--- src/rtl/keypad_scan_ctrl.sv ---
// Debounced matrix-keypad scanner: one-hot column strobes, one event per physical press.
// Optional macro KEYPAD_RELEASE_EVT_EN adds a key_rel pulse when a release is accepted.
module keypad_scan_ctrl #(
    parameter int NUM_ROWS       = 4,
    parameter int NUM_COLS       = 4,
    parameter int SCAN_DIV       = 1200,
    parameter int DEBOUNCE_TICKS = 3
) (
    input  logic                        clk,
    input  logic                        rst,
    input  logic [NUM_ROWS-1:0]         row_in,
    output logic [NUM_COLS-1:0]         col_out,
    output logic                        key_valid,
    output logic [$clog2(NUM_ROWS)-1:0] key_row,
    output logic [$clog2(NUM_COLS)-1:0] key_col,
`ifdef KEYPAD_RELEASE_EVT_EN
    output logic                        key_rel,
`endif
    output logic                        key_held
);
    localparam int RW = $clog2(NUM_ROWS);
    localparam int CW = $clog2(NUM_COLS);
    localparam int TW = $clog2(SCAN_DIV);
    localparam int DW = $clog2(DEBOUNCE_TICKS + 1);

    typedef enum logic [1:0] {
        SCAN      = 2'd0,
        DEB_PRESS = 2'd1,
        HELD      = 2'd2,
        DEB_REL   = 2'd3
    } state_t;

    state_t              state;
    logic [NUM_ROWS-1:0] row_m, row_s;
    logic [TW-1:0]       tick_cnt;
    logic [DW-1:0]       db_cnt;
    logic [CW-1:0]       col_idx, col_next, cand_col;
    logic [RW-1:0]       cand_row, hit_row;
    logic                hit_any, cand_hit, tick;
    logic [DW-1:0]       db_next;

    assign tick     = (tick_cnt == TW'(SCAN_DIV - 1));
    assign cand_hit = row_s[cand_row];
    assign db_next  = db_cnt + 1'b1;

    // NOTE: every variable gets a default before the loop, so no latch is inferred.
    always_comb begin
        hit_any = 1'b0;
        hit_row = '0;
        // Walk downwards so the lowest set row is the one left standing.
        for (int r = NUM_ROWS - 1; r >= 0; r--) begin
            if (row_s[r]) begin
                hit_any = 1'b1;
                hit_row = RW'(r);
            end
        end
        col_next = (col_idx == CW'(NUM_COLS - 1)) ? '0 : col_idx + 1'b1;
    end

    // NOTE: sequential state uses non-blocking assignments only, so every flop sees pre-edge values.
    always_ff @(posedge clk or posedge rst) begin
        if (rst) begin
            state     <= SCAN;
            row_m     <= '0;
            row_s     <= '0;
            tick_cnt  <= '0;
            db_cnt    <= '0;
            col_idx   <= '0;
            col_out   <= NUM_COLS'(1);
            cand_row  <= '0;
            cand_col  <= '0;
            key_valid <= 1'b0;
            key_held  <= 1'b0;
            key_row   <= '0;
            key_col   <= '0;
`ifdef KEYPAD_RELEASE_EVT_EN
            key_rel   <= 1'b0;
`endif
        end else begin
            row_m     <= row_in;
            row_s     <= row_m;
            tick_cnt  <= tick ? '0 : tick_cnt + 1'b1;
            key_valid <= 1'b0;
`ifdef KEYPAD_RELEASE_EVT_EN
            key_rel   <= 1'b0;
`endif
            case (state)
                SCAN: if (tick) begin
                    if (hit_any) begin
                        cand_row <= hit_row;
                        cand_col <= col_idx;
                        if (DEBOUNCE_TICKS == 1) begin
                            state     <= HELD;
                            key_row   <= hit_row;
                            key_col   <= col_idx;
                            key_valid <= 1'b1;
                            key_held  <= 1'b1;
                        end else begin
                            state  <= DEB_PRESS;
                            db_cnt <= DW'(1);
                        end
                    end else begin
                        col_idx <= col_next;
                        col_out <= NUM_COLS'(1) << col_next;
                    end
                end
                DEB_PRESS: if (tick) begin
                    if (!cand_hit) begin
                        state   <= SCAN;
                        col_idx <= col_next;
                        col_out <= NUM_COLS'(1) << col_next;
                    end else if (db_next == DW'(DEBOUNCE_TICKS)) begin
                        state     <= HELD;
                        key_row   <= cand_row;
                        key_col   <= cand_col;
                        key_valid <= 1'b1;
                        key_held  <= 1'b1;
                    end else begin
                        db_cnt <= db_next;
                    end
                end
                HELD: if (tick && !cand_hit) begin
                    if (DEBOUNCE_TICKS == 1) begin
                        state    <= SCAN;
                        key_held <= 1'b0;
                        col_idx  <= col_next;
                        col_out  <= NUM_COLS'(1) << col_next;
`ifdef KEYPAD_RELEASE_EVT_EN
                        key_rel  <= 1'b1;
`endif
                    end else begin
                        state  <= DEB_REL;
                        db_cnt <= DW'(1);
                    end
                end
                DEB_REL: if (tick) begin
                    if (cand_hit) begin
                        state <= HELD;
                    end else if (db_next == DW'(DEBOUNCE_TICKS)) begin
                        state    <= SCAN;
                        key_held <= 1'b0;
                        col_idx  <= col_next;
                        col_out  <= NUM_COLS'(1) << col_next;
`ifdef KEYPAD_RELEASE_EVT_EN
                        key_rel  <= 1'b1;
`endif
                    end else begin
                        db_cnt <= db_next;
                    end
                end
                default: begin
                    state    <= SCAN;
                    key_held <= 1'b0;
                    col_idx  <= '0;
                    col_out  <= NUM_COLS'(1);
                end
            endcase
        end
    end
endmodule

--- config.mk ---
export PLATFORM = sky130hd
export DESIGN_NAME = keypad_scan_ctrl
export DESIGN_NICKNAME = d
export VERILOG_FILES = /design/src/rtl/keypad_scan_ctrl.sv
export SDC_FILE = /design/constraint.sdc
export NUM_CORES = 1
export LEC_CHECK = 0
export BUFFER_PORTS_ARGS = -buffer_cell sky130_fd_sc_hd__clkbuf_2
export CORE_MARGIN = 1
export CORE_UTILIZATION = 50
export CTS_BUF_LIST = sky130_fd_sc_hd__clkbuf_8
export CTS_CLUSTER_SIZE = 16
export DETAILED_ROUTE_END_ITERATION = 8
export GPL_TIMING_DRIVEN = 0
export PLACE_DENSITY = 0.67
export SYNTH_ARGS = -nofsm -noshare
export SYNTH_HDL_FRONTEND = slang
export SYNTH_SLANG_ARGS = --single-unit
--- constraint.sdc ---
create_clock -name clk -period 3.25 [get_ports clk]
set_input_delay 0.65 -clock clk [delete_from_list [all_inputs] [get_ports clk]]
set_output_delay 0.65 -clock clk [all_outputs]
set_load 0.01 [all_outputs]
Yosys cells after proc, flatten, opt, wreduce, memory -nomap -nowiden

Index checks and enable logic that the tools add are counted.

Input port bits: 6
Word-level logic and storage cells: 104
Register bits after elaboration: 39
Output and inout bits: 10

Reduce and logical (&&, ||, !) cells: 11
Mux-type cells: 56
Shifts and indexed selects: 1
$lt $le $gt $ge: 1
Equality and inequality tests: 19
Add/subtract/negate cells: 3

Operators with widths:

| operator                                                                      | count |
|---|---|
| 2-bit two-way mux                                                             | 27 |
| 4-bit two-way mux                                                             | 7 |
| 2-bit != test (second input constant)                                         | 11 |
| 7-bit AND reduction                                                           | 3 |
| 2-bit case mux with 4 select lines                                            | 2 |
| 1-bit two-way mux                                                             | 15 |
| 4-bit case mux with 3 select lines                                            | 1 |
| 11-bit by 1-bit adder with 11-bit output (second input constant)              | 1 |
| 11-bit equality test (second input constant)                                  | 1 |
| 11-bit two-way mux                                                            | 1 |
| 2-bit equality test (second input constant)                                   | 4 |
| 8-bit AND reduction                                                           | 1 |
| 3-bit != test (second input constant)                                         | 2 |
| 2-bit case mux with 3 select lines                                            | 1 |
| 2-bit by 1-bit adder with 2-bit output (second input constant)                | 2 |
| 4-bit AND reduction                                                           | 1 |
| 1-bit by 2-bit << shifter with 4-bit output (first input constant)            | 1 |
| 2-bit by 3-bit less-than comparator with 1-bit output (second input constant) | 1 |
| 3-bit AND reduction                                                           | 1 |
| 3-bit nonzero test                                                            | 1 |
| 1-bit binary-select mux with 2-bit select                                     | 1 |
| 2-bit by 1-bit equality test with 1-bit output (second input constant)        | 1 |
| 2-bit logical NOT                                                             | 1 |
| 1-bit case mux with 2 select lines                                            | 1 |
| other kinds (3)                                                               | 3 |

Depth between registers and ports, before layout

Gate-level depths: netlist (run 1).

Depth in word-level cells: 7
Mapped depth: 6
Mapped depth without buffers: 6

Worst setup path before layout (run 1)

No wires, ideal clock.

Kind: flip-flop to flip-flop
Start: register tick_cnt[8]
End: register col_idx[0]
Path slack: 1,151 ps
Period minus slack after synthesis: 2,099 ps
Required time: 3,125 ps
Stages on the path, launching flop included: 6
Arrival time: 1,974 ps
Buffers on the path: 1
Library setup time: 125 ps
Cell sequence: dfrtp_1 or3b_1 or3_1 buf_6 a2111o_4 mux2_4

Word-level cells in the longest chain between the ends: 3
Elaborated cells on any way between the ends: 5
Those cells by class: 4 x eq/ne; 1 x reduce/logical

RTL lines:

| item                                     | line | source |
|---|---|---|
| start: declaration                       | 35   | `logic [TW-1:0] tick_cnt;` |
| start signal: assignment                 | 82   | `tick_cnt <= tick ? '0 : tick_cnt + 1'b1;` |
| 11-bit equality test (*)                 | 42   | `assign tick = (tick_cnt == TW'(SCAN_DIV - 1));` |
| 2-bit != test (no source line)           | --   |  |
| 8-bit AND reduction (no source line) (*) | --   |  |
| end signal: assignment                   | 103  | `col_idx <= col_next;` |
| end signal: assignment                   | 110  | `col_idx <= col_next;` |
| end signal: assignment                   | 126  | `col_idx <= col_next;` |
| end: declaration                         | 37   | `logic [CW-1:0] col_idx, col_next, cand_col;` |

Mark *: on every way between the ends. The rest lies on a longest branch, timed or not.
A chain may end at the register's enable or synchronous reset.

Worst setup path after layout (run 1)

Start: register row_s[0]
End: register col_idx[1]

Word-level cells in the longest chain between the ends: 4
Elaborated cells on any way between the ends: 7
Those cells by class: 3 x eq/ne; 3 x mux; 1 x reduce/logical

RTL lines:

| item                                      | line | source |
|---|---|---|
| start: declaration                        | 34   | `logic [NUM_ROWS-1:0] row_m, row_s;` |
| start signal: assignment                  | 81   | `row_s <= row_m;` |
| 1-bit binary-select mux with 2-bit select | 43   | `assign cand_hit = row_s[cand_row];` |
| 1-bit two-way mux (implied by the code)   | 43   |  |
| 2-bit != test (no source line)            | --   |  |
| 8-bit AND reduction (no source line) (*)  | --   |  |

Mark *: on every way between the ends. The rest lies on a longest branch, timed or not. The select of a mux whose other input is x is not followed.

==> impl_results.md, run 1 <==
* Outcome: complete, no violations
* Async SR Flop Fraction at 1.00
* CP Launch Type: flip-flop
* Starting Density at 0.525
* Fin. Hold Viols at 0
* CTS buffer count at 5
* Ys flop type: dfrtp_1
* HP Class: reg -> reg
* Crit-path max cell delay at roughly 760 ps
* Gpl congestion at between 0.7 and 0.8
* WHS at around 350 ps
* # DRC at 0
* Leak at approximately 0.00099 µW
* GRT Total Usage at 0.181
* Fin crit period at about 2200 ps
* Pwr Density at 481 nW/µm²
* ANT nets after route at 0
* Worst Hold Endpoint: row_s[1]$_DFF_PP0_
* Slowest stage cell, crit path: nor4_1
* Setup TNS Final at 0 ps
* Vias in the first global route at between 1,000 and 1,500
* Max-cap violations at 0
* First-pass DRT Iterations at 4
* R2R cell count at 4
* Worst EP required at ~3400 ps
* Root buffer cell: clkbuf_8
* DR iter-0 viols at 23
* Power Total at slightly below 1000 µW
* WL met3 at 109 µm
* Clk_lat worst skew at ~290 ps
* Post-Syn Instances at between 100 and 150
* Mapped Nets at between 100 and 150
* Average vias per placed instance at around 5.3
* Std-Cell Core Area at about 3400 µm²
* Final count of pins violating max slew at 0
* Slew @ Worst Pin at 849 ps
* Overflow after GRT at 0
* CP top delay family: simple AND/OR/NAND/NOR gates
* Post-detail-place hpwl at approximately 1900 µm
* Chip height at ~61 µm
* Ys Warns at 0
* Met1 Wirelength at ~1300 µm
* Initial antenna violation count at 0
* Average wire per standard cell at roughly 14 µm
* #FFs+latches synth at 39
* I/O Pins at 16
* Worst hold start: row_m[1]$_DFF_PP0_
* # clock sinks at 39
* Reg2Reg Capture Point: col_idx[1]$_DFFE_PP0P_
* Tcrit/Tclk final at 0.686
* IO buf count at 15
* Reg2reg setup slack at 1020 ps
* Post-CTS Resized at 0
* Metal2 WL at 1250 µm
* Hold path cells at 0
* WL final at about 2800 µm
* Synth Cell Area at 1770 µm²
* Setup repair bufs after CTS at 0
* Most frequent cells in the layout: 38 x dfrtp_1, 15 x clkbuf_2, 11 x nor2_1
* Share of cells above drive strength 1 at 0.310
* H-tree Lvls at 2
* Total number of vias at 1,078
* Worst path bufs/invs at 0
* Synth-to-Final Area Change at 15.0%
* Nets@finish at 170
* N_diodes at 0
* Arrival time worst endpoint at 2410 ps
* Max-slew headroom at 0.429
* CTS clk-pin slew, worst paths at ~70 ps
* RSZ-0062 raised after global routing: no
* Post-synthesis sequential area ratio at 0.554
* Worst Path Class, Setup: reg -> reg
* First-pass GRT wire length at around 4700 µm
* EDFF count, synth at 0
* CTS tree: built
* Row count at 21
* Largest area contributor in the netlist: dfrtp_1
* Hold_buf cts at 0
* Max Used Layer: met4
* Cell Chain, Critical Path: nor4_1, a21oi_2, a2111o_4, mux2_4
* CP Max Fanout at 6
* Final setup viols at 0
* Die W at approximately 61 µm
* Worst Setup End Kind: flip-flop
* Clock Tree Buf Depth at 2
* Largest net degree at the start of global routing at 40
* Die ar. at roughly 3800 µm²
* Synth area leaders: dfrtp_1 54%, mux2_2 5.7%, mux2_4 5.1%
* Commonest non-fill, non-tap cell in the layout: dfrtp_1
* Post-synth top area share at 0.539
* Reg-to-reg critical path startpoint: row_s[0]$_DFF_PP0_
* Setup Skew at approximately 3.3 ps
* FMAX at about 0.45 GHz
* Synth Area per Inst at around 13 µm²
* Max VDD drop at ~0.36 mV
* Critical path depth at 4
* Unique masters post-synth at 39
-- stage by stage --
stage | cells | cell area, µm² | utilization | setup WS (ps)
5_1_grt | 204 | 2030 | 0.604 | 829
3_5_place_dp | 196 | 1900 | 0.564 | 989
4_1_cts | 204 | 2030 | 0.604 | 987
6_report | 204 | 2030 | 0.604 | 1020
3_3_place_gp | 196 | 1900 | 0.564 | 1040
2_1_floorplan | 135 | 1770 | - | 1150
-- worst max path at each step --
stage	from	end	slack, ps
after CTS	row_s[0]$_DFF_PP0_	col_idx[0]$_DFFE_PP0P_	990
after global routing	row_s[0]$_DFF_PP0_	col_out[1]$_DFFE_PP0P_	830
after detailed placement	row_s[0]$_DFF_PP0_	col_idx[0]$_DFFE_PP0P_	990
after global placement	row_s[0]$_DFF_PP0_	col_idx[1]$_DFFE_PP0P_	1040
final	row_s[0]$_DFF_PP0_	col_idx[1]$_DFFE_PP0P_	1020
after floorplan	tick_cnt[8]$_DFF_PP0_	col_idx[0]$_DFFE_PP0P_	1150
-- area by class of cell --
| class | instances | area (µm²) |
|---|---|---|
| Sequential cell | 39 | 977 |
| Timing Repair Buffer | 15 | 75.1 |
| Inverter | 9 | 33.8 |
| Buffer | 4 | 37.5 |
| Fill cell | 304 | 1330 |
| Tap cell | 46 | 57.6 |
| Clock inverter | 3 | 63.8 |
| Clock buffer | 5 | 68.8 |
| Multi-Input combinational cell | 83 | 717 |
-- power by group --
part / total, µW / leakage [µW] / internal [µW] / switching (µW)
combinational: 16.4 / 0.000414 / 4.22 / 12.2
sequential: 493 / 0.000508 / 490 / 2.68
clock: 468 / 0.0000695 / 304 / 164
-- cell families after synthesis --
| family | count (synthesis) | synth area share |
|---|---|---|
| multiplexers | 16 | 0.121 |
| flip-flops | 39 | 0.554 |
| buffers and inverters | 13 | 0.0404 |
| XOR/XNOR | 8 | 0.0397 |
| AND/OR/NAND/NOR | 37 | 0.130 |
| adder cells (fa/ha/maj) | 7 | 0.0496 |
| AO/OA/AOI/OAI | 15 | 0.0659 |
-- synth_stat cells, types with 3 or more instances --
| cell type | n |
|---|---|
| and3_1 | 3 |
| buf_6 | 3 |
| dfrtp_1 | 38 |
| ha_1 | 7 |
| inv_1 | 9 |
| mux2_2 | 9 |
| mux2_4 | 6 |
| nand3_1 | 5 |
| nor2_1 | 11 |
| o21ai_0 | 3 |
| xnor2_1 | 5 |
| xor2_1 | 3 |
-- routing by layer --
layer  vias up  track usage
li1        512            -
met1       537        0.249
met2        20        0.252
met3         9       0.0651
met4         0       0.0952
met5         -            0
-- sequential cells by signal (all words and copies together), names as in the netlist, 4 cells and up, named ones only --
name,flops
col_out,4
row_m,4
row_s,4
tick_cnt,11
-- worst register-to-register path: cells and delay by family, from the launching register on --
family | cells | cell delay [ps]
and+or+nand+nor | 1 | 760
DFF | 1 | 410
muxes | 1 | 320
AOI/OAI and AO/OA | 2 | 640
(Power assumes the default switching activity.)
==> run 2, diff against run 1 <==
--- a/config.mk
+++ b/config.mk
@@ -5,6 +5,7 @@
 export SDC_FILE = /design/constraint.sdc
 export NUM_CORES = 1
 export LEC_CHECK = 0
+export ABC_AREA = 1
 export BUFFER_PORTS_ARGS = -buffer_cell sky130_fd_sc_hd__clkbuf_2
 export CORE_MARGIN = 1
 export CORE_UTILIZATION = 50
==> constraint.sdc (replaced) <==
create_clock -name clk -period 2.14 [get_ports clk]
set_input_delay 0.428 -clock clk [delete_from_list [all_inputs] [get_ports clk]]
set_output_delay 0.428 -clock clk [all_outputs]
set_load 0.01 [all_outputs]
==> run 2 against run 1 <==
  * Worst setup slack lost 550 ps
  * Global-route usage grew 0.24 points
  * Fmax grew 34%
  * Synthesized cell count grew 53%
  * Clock-buffer cell count is the same
  * Synthesized area grew 4.8%
  * Core utilization grew 0.58 points
  * Clock power grew 31%
  * Non-clock buffer count shrank 4
  * Via count grew 27%
  * Highest routed layer unchanged
==> impl_results.md, run 2 <==
* Final setup viols at 0 (unchanged)
* Row count at 21 (unchanged)
* Slowest stage cell, crit path: dfrtp_1
* Most frequent cell after synthesis: nand2_1
* Worst EP required at 2370 ps (-1060 ps)
* Overflow after GRT at 0 (unchanged)
* N_diodes at 0 (unchanged)
* Placed insts at 267 (+36%)
* Synth-to-Final Area Change at 13.4%
* Async SR Flop Fraction at 1.00 (unchanged)
* Post-detail-place hpwl at 2310 µm (+19%)
* CTS clk-pin slew, worst paths at 80 ps (about the same)
* Pwr Density at 662 nW/µm² (+38%)
* CTS buffer count at 5 (unchanged)
* Arrival time worst endpoint at 1900 ps (-510 ps)
* DR iter-0 viols at 38 (+65%)
* CP Launch Type: flip-flop
* Worst slack, placed at 490 ps (-499 ps)
* ANT nets after route at 0 (unchanged)
* Nets@finish at 241 (+42%)
* Post-layout util at 0.610 (+0.00580)
* EDFF count, synth at 0 (unchanged)
* HP Class: in -> reg
* Total number of vias at 1,373 (+27%)
* Most flop-heavy register: tick_cnt
* Average wire per standard cell at 11.2 µm (-18%)
* Xor-xnor portion of the synthesized cell area at 0.00947 (-0.0302)
* Setup TNS Final at 0 ps (unchanged)
* H-tree Lvls at 2 (unchanged)
* Most frequent cells in the layout: 55 x nand2_1, 38 x dfrtp_1, 26 x inv_1
* Hold_buf cts at 0 (unchanged)
* Setup repair bufs after CTS at 0 (unchanged)
* Slew @ Worst Pin at 774 ps (-74.7 ps)
* Largest area contributor in the netlist: dfrtp_1
* Post-Layout Cell Count at 275 (+35%)
* Die ar. at 3950 µm² (+4.7%)
* Ys Warns at 0 (unchanged)
* Fin crit period at 1670 ps (-563 ps)
* Gpl congestion at 0.942 (+34%)
* IO buf count at 15 (unchanged)
* Ys flop type: dfrtp_1
* Max-slew headroom at 0.483 (+0.0543)
* Unique masters post-synth at 27 (-31%)
* Synth area leaders: dfrtp_1 51%, nand2_1 11%, inv_1 5.5%
* Crit-path max cell delay at 400 ps (-360 ps)
* Post-synthesis adder-cell area fraction at 0.0473 (-0.00228)
* Clock Tree Buf Depth at 2 (unchanged)
* Starting Density at 0.538 (+0.0127)
* Share of cells above drive strength 1 at 0.197 (-0.114)
* Leak at 0.00110 µW (+11%)
* # clock sinks at 39 (unchanged)
* # DRC at 0 (unchanged)
* Std-Cell Core Area at 3440 µm² (+2.3%)
* Max VDD drop at 0.464 mV (+29%)
* Most common cell on crit path: nand2_1
* #FFs+latches synth at 39 (unchanged)
* Post-synthesis sequential area ratio at 0.528 (-0.0254)
* First-pass DRT Iterations at 4 (unchanged)
* Cell Chain, Critical Path: inv_1, ha_1, nand2_2, nand2_1, a21boi_2, nand2_2, nor2_4, nand2_1, nand2_1
* Mapped Nets at 219 (+48%)
* Compound-Gate Fraction of Synth Area at 0.0636 (-0.00235)
* Final count of pins violating max slew at 0 (unchanged)
* Average vias per placed instance at 4.99 (-5.5%)
* Post-synthesis mux area share at 0 (-0.121)
* RSZ-0062 raised after global routing: no
* Post-Syn Instances at 206 (+53%)
* CTS tree: built
* Largest family of logic cells by synthesized area: simple AND/OR/NAND/NOR gates
* Tcrit/Tclk final at 0.779 (+0.0929)
* Flip-flop count of the largest register after layout at 11 (unchanged)
* Root buffer cell: clkbuf_8
* Vias in the first global route at 1,343 (+30%)
* Synth Cell Area at 1850 µm² (+4.8%)
* Post-synth top area share at 0.514 (-0.0248)
* CP Max Fanout at 7 (+1)
* Setup Skew at 7.19 ps (+3.91 ps)
* Initial antenna violation count at 0 (unchanged)
* Worst Path Class, Setup: reg -> reg
* WL final at 3070 µm (+10%)
* Fin. Hold Viols at 0 (unchanged)
* Synth Area per Inst at 8.98 µm² (-31%)
* Worst Setup End Kind: flip-flop
* GRT Total Usage at 0.183 (+0.00238)
* Setup slack after layout at 472 ps (-547 ps)
* Outcome: complete, no violations
* First-pass GRT wire length at 5620 µm (+19%)
* Max-cap violations at 0 (unchanged)
* Die W at 62.8 µm (+2.3%)
* Largest net degree at the start of global routing at 40 (unchanged)
* Power Total at 1390 µW (+42%)
* Simple-gate area share of the yosys netlist at 0.291 (+0.161)
* Commonest non-fill, non-tap cell in the layout: nand2_1
* Clk_lat worst skew at 290 ps (about the same)
* Post-CTS Resized at 0 (unchanged)
* Chip height at 62.8 µm (+2.3%)
* Synth top cells by count: 55 x nand2_1, 38 x dfrtp_1, 27 x inv_1, 14 x nor2_1, 11 x o21ai_0
* FMAX at 0.600 GHz (+34%)
* I/O Pins at 16 (unchanged)
run 2: cell type report:
class | instances | area, µm²
inverter | 30 | 113
multi-input combinational | 137 | 761
timing repair buffer | 15 | 75.1
fill | 295 | 1340
sequential | 39 | 977
tap | 46 | 57.6
clock inverter | 3 | 46.3
clock buffer | 5 | 68.8
run 2: final timing paths:
path / start / endpoint / slack [ps] / depth (start not counted)
max: db_cnt[0]$_DFFE_PP0P_ / col_out[1]$_DFFE_PP0P_ / 470 / 9
min: row_in[2] / row_m[2]$_DFF_PP0_ / 240 / 1
max reg2reg: db_cnt[0]$_DFFE_PP0P_ / col_out[1]$_DFFE_PP0P_ / 470 / 9
min reg2reg: row_m[2]$_DFF_PP0_ / row_s[2]$_DFF_PP0_ / 350 / 0
max in group asynchronous: rst / cand_col[1]$_DFFE_PP0P_ / 1380 / 2
min in group asynchronous: rst / key_col[0]$_DFFE_PP0P_ / 250 / 2
run 2: power by group:
group / switching [µW] / leakage, µW / total [µW] / internal, µW
logic: 21.0 / 0.000536 / 27.2 / 6.17
registers: 3.84 / 0.000508 / 748 / 744
clock network: 263 / 0.0000548 / 614 / 351
run 2: critical path: cells and delay by family, from the launching register on:
family / cells / cell delay, ps
and+or+nand+nor: 6 / 700
AOI/OAI and AO/OA: 1 / 170
buffers and inverters: 1 / 70
DFF: 1 / 400
adders and majority gates: 1 / 270
run 2: kinds of logic (layout without fill, tap and decap cells):
kind of cell | after synthesis | count (layout)
xor gates and xnor gates | 2 | 2
buffers and inverters | 30 | 53
adders and majority gates | 7 | 7
DFF | 39 | 39
AOI/OAI and AO/OA | 21 | 21
and+or+nand+nor | 107 | 107
run 2: per-stage QoR:
step | instance area, µm² | hold slack [ps]
CTS | 2100 | 233
finish | 2100 | 236
floorplan | 1850 | 331
detailed placement | 1980 | 336
global route | 2100 | 221
global placement | 1980 | 334
run 2: layer usage:
metal | track usage | vias to the layer above | share of wire
li1 | - | 694 | -
met1 | 0.204 | 656 | 0.43
met2 | 0.334 | 18 | 0.52
met3 | 0.0493 | 5 | 0.029
met4 | 0.0610 | 0 | 0.014
met5 | 0 | - | 0
==> run 3, diff against run 2 <==
--- a/config.mk
+++ b/config.mk
@@ -5,7 +5,7 @@
 export SDC_FILE = /design/constraint.sdc
 export NUM_CORES = 1
 export LEC_CHECK = 0
-export ABC_AREA = 1
+export ABC_AREA = 0
 export BUFFER_PORTS_ARGS = -buffer_cell sky130_fd_sc_hd__clkbuf_2
 export CORE_MARGIN = 1
 export CORE_UTILIZATION = 50
@@ -13,7 +13,7 @@
 export CTS_CLUSTER_SIZE = 16
 export DETAILED_ROUTE_END_ITERATION = 8
 export GPL_TIMING_DRIVEN = 0
-export PLACE_DENSITY = 0.67
+export PLACE_DENSITY = 0.7
 export SYNTH_ARGS = -nofsm -noshare
 export SYNTH_HDL_FRONTEND = slang
 export SYNTH_SLANG_ARGS = --single-unit
==> constraint.sdc (replaced) <==
create_clock -name clk -period 1.4 [get_ports clk]
set_input_delay 0.28 -clock clk [delete_from_list [all_inputs] [get_ports clk]]
set_output_delay 0.28 -clock clk [all_outputs]
set_load 0.01 [all_outputs]
==> run 3 against run 2 <==
  * The run now ends with negative setup slack left
  * Via count shrank 11%
  * Sequential share of layout area shrank 5.4 points
  * Core utilization grew 9.8 points
  * Die area shrank 4.5%
  * Critical path depth shrank 4
  * Sequential power grew 54%
  * Worst hold slack lost 160 ps
  * Power grew 49%
  * Clock power grew 39%
  * Clock skew grew 2.8 ps
==> impl_results.md, run 3 (synthesis results as in run 1) <==
* Worst slack, placed at -822 ps (-1310 ps)
* Outcome: finished with violations
* Leak at 0.00114 µW (+3.4%)
* Final setup viols at 27 (+27)
* Fin area at 2380 µm² (+13%)
* FMAX at 0.473 GHz (-21%)
* Seq pwr share at 0.554 (+0.016)
* Die W at 61.4 µm (-2.3%)
* Slew @ Worst Pin at 719 ps (-55.3 ps)
* Max Used Layer: met4
* Share of cells above drive strength 1 at 0.489 (+0.293)
* Setup slack after layout at -714 ps (-1190 ps)
* Std-Cell Core Area at 3360 µm² (-2.3%)
* Pint at 1620 µW (+47%)
* Starting Density at 0.525 (-0.0127)
* Root buffer cell: clkbuf_8
* Commonest non-fill, non-tap cell in the layout: dfrtp_1
* Metal2 WL at 2010 µm (+26%)
* Nets@finish at 194 (-20%)
* R2R cell count at 5 (-4)
* Fin crit period at 2110 ps (+447 ps)
* ANT nets after route at 0 (unchanged)
* Largest net degree at the start of global routing at 25 (-38%)
* Vias in the first global route at 1,172 (-13%)
* Arrival time worst endpoint at 2290 ps (+390 ps)
* Clk_lat worst skew at 300 ps (about the same)
* Row count at 21 (unchanged)
* Net Switching at 450 µW (+56%)
* DR iter-0 viols at 31 (-18%)
* Chip height at 61.4 µm (-2.3%)
* CP Max Fanout at 4 (-3)
* Setup TNS Final at -13,400 ps (-13,400 ps)
* CTS clk-pin slew, worst paths at 80 ps (about the same)
* CTS buffer count at 5 (unchanged)
* Max-cap violations at 0 (unchanged)
* Initial antenna violation count at 0 (unchanged)
* N_diodes at 0 (unchanged)
* H-tree Lvls at 2 (unchanged)
* Pwr Density at 869 nW/µm² (+31%)
* RSZ-0062 raised after global routing: yes
* Post-DP Area at 1970 µm² (-0.88%)
* Synth-to-Final Area Change at 34.8%
* Worst EP required at 1580 ps (-790 ps)
* First-pass DRT Iterations at 4 (unchanged)
* Worst Path Class, Setup: reg -> reg
* WL final at 3740 µm (+22%)
* Failing checks: negative setup slack
* Overflow after GRT at 0 (unchanged)
* GRT Total Usage at 0.218 (+0.0346)
* WHS at 72.5 ps (-164 ps)
* # clock sinks at 39 (unchanged)
* Final count of pins violating max slew at 0 (unchanged)
* Post-detail-place hpwl at 2010 µm (-13%)
* Worst Setup End Kind: flip-flop
* Average wire per standard cell at 16.4 µm (+47%)
* Max-slew headroom at 0.520 (+0.0371)
* Switching Share at 0.218 (+0.0104)
* Flip-flop count of the largest register after layout at 11 (unchanged)
* Post-layout util at 0.708 (+0.0980)
* Comb power frac at 0.033 (+0.013)
* Clock power share at 0.412 (-0.030)
* IO buf count at 15 (unchanged)
* WL met3 at 78 µm (-13%)
* Tcrit/Tclk final at 1.51 (+0.731)
* Total number of vias at 1,221 (-11%)
* Most frequent cells in the layout: 35 x dfrtp_1, 18 x buf_4, 15 x mux2_4, 15 x clkbuf_2, 10 x nor2_1
* Met1 Wirelength at 1600 µm (+20%)
* CTS tree: built
* I/O Pins at 16 (unchanged)
* Average vias per placed instance at 5.36 (+7.3%)
* Gpl congestion at 0.779 (-17%)
* Die ar. at 3770 µm² (-4.5%)
* Setup Skew at 9.95 ps (+2.76 ps)
* Fin. Hold Viols at 0 (unchanged)
* # DRC at 0 (unchanged)
* First-pass GRT wire length at 5780 µm (+2.7%)
* HP Class: in -> async
* CP Launch Type: flip-flop
* Max VDD drop at 0.826 mV (+78%)
* Most flop-heavy register: tick_cnt
* Clock Tree Buf Depth at 2 (unchanged)
* Hold_buf cts at 0 (unchanged)
-- run 3: changes by cell type in the layout (fill, tap and decap cells not counted), moves of 6 or more --
cell / before / now
nand3_1: 10 / 4
buf_4: 0 / 18
inv_1: 26 / 9
nor3_1: 6 / 0
nand2_1: 55 / 1
mux2_4: 0 / 15
o21ai_0: 11 / 2
buf_6: 0 / 8
-- run 3: area by class of cell --
class	count	area (µm²)
Buffer	3	36.3
Timing Repair Buffer	40	305
Sequential cell	39	981
Inverter	9	33.8
Clock buffer	7	96.3
Fill cell	241	983
Clock inverter	1	7.51
Tap cell	46	57.6
Multi-Input combinational cell	83	862
-- run 3: timing repair --
item                                    in CTS  in global routing
gates resized for setup                     19                 10
pin swaps                                    8                  6
cloned                                       0                  0
endpoints found under the setup margin      27                 27
buffers inserted                            16                  8
-- run 3: routing by layer --
| layer | up-vias | global-route usage |
|---|---|---|
| met4 | 0 | 0.0857 |
| met5 | - | 0 |
| met2 | 22 | 0.362 |
| met3 | 5 | 0.0378 |
| met1 | 630 | 0.286 |
| li1 | 564 | - |
-- run 3: final timing paths --
path | start | endpoint | slack (ps)
setup / recovery | tick_cnt[8]$_DFF_PP0_ | key_row[1]$_DFFE_PP0P_ | -710
hold reg to reg | row_m[2]$_DFF_PP0_ | row_s[2]$_DFF_PP0_ | 360
max in group asynchronous | rst | col_out[0]$_DFFE_PP1P_ | 690
min in group clk | row_in[3] | row_m[3]$_DFF_PP0_ | 90
setup reg to reg | tick_cnt[8]$_DFF_PP0_ | key_row[1]$_DFFE_PP0P_ | -710
hold / removal | rst | cand_row[0]$_DFFE_PP0P_ | 70
-- run 3: power by group through the flow --
stage / Sequential, µW / Combinational [µW] / Clock (µW)
6_report: 1150 / 68.9 / 852
4_1_cts: 1140 / 61.6 / 871
3_3_place_gp: 1170 / 39.6 / 0
2_1_floorplan: 1170 / 26.7 / 0
3_5_place_dp: 1170 / 51.7 / 0
5_1_grt: 1150 / 76.5 / 912
-- run 3: metrics by stage --
| stage | instances | total power [µW] |
|---|---|---|
| after floorplan | 135 | 1190 |
| after global placement | 196 | 1210 |
| after detailed placement | 197 | 1220 |
| after CTS | 221 | 2080 |
| after global routing | 228 | 2130 |
| final | 228 | 2070 |
-- run 3: critical path, stage by stage, from the launching register on --
cell and delay, ps:
dfrtp_1 390, or3b_4 400, or3_4 430, buf_6 140, and3b_2 310, mux2_4 310
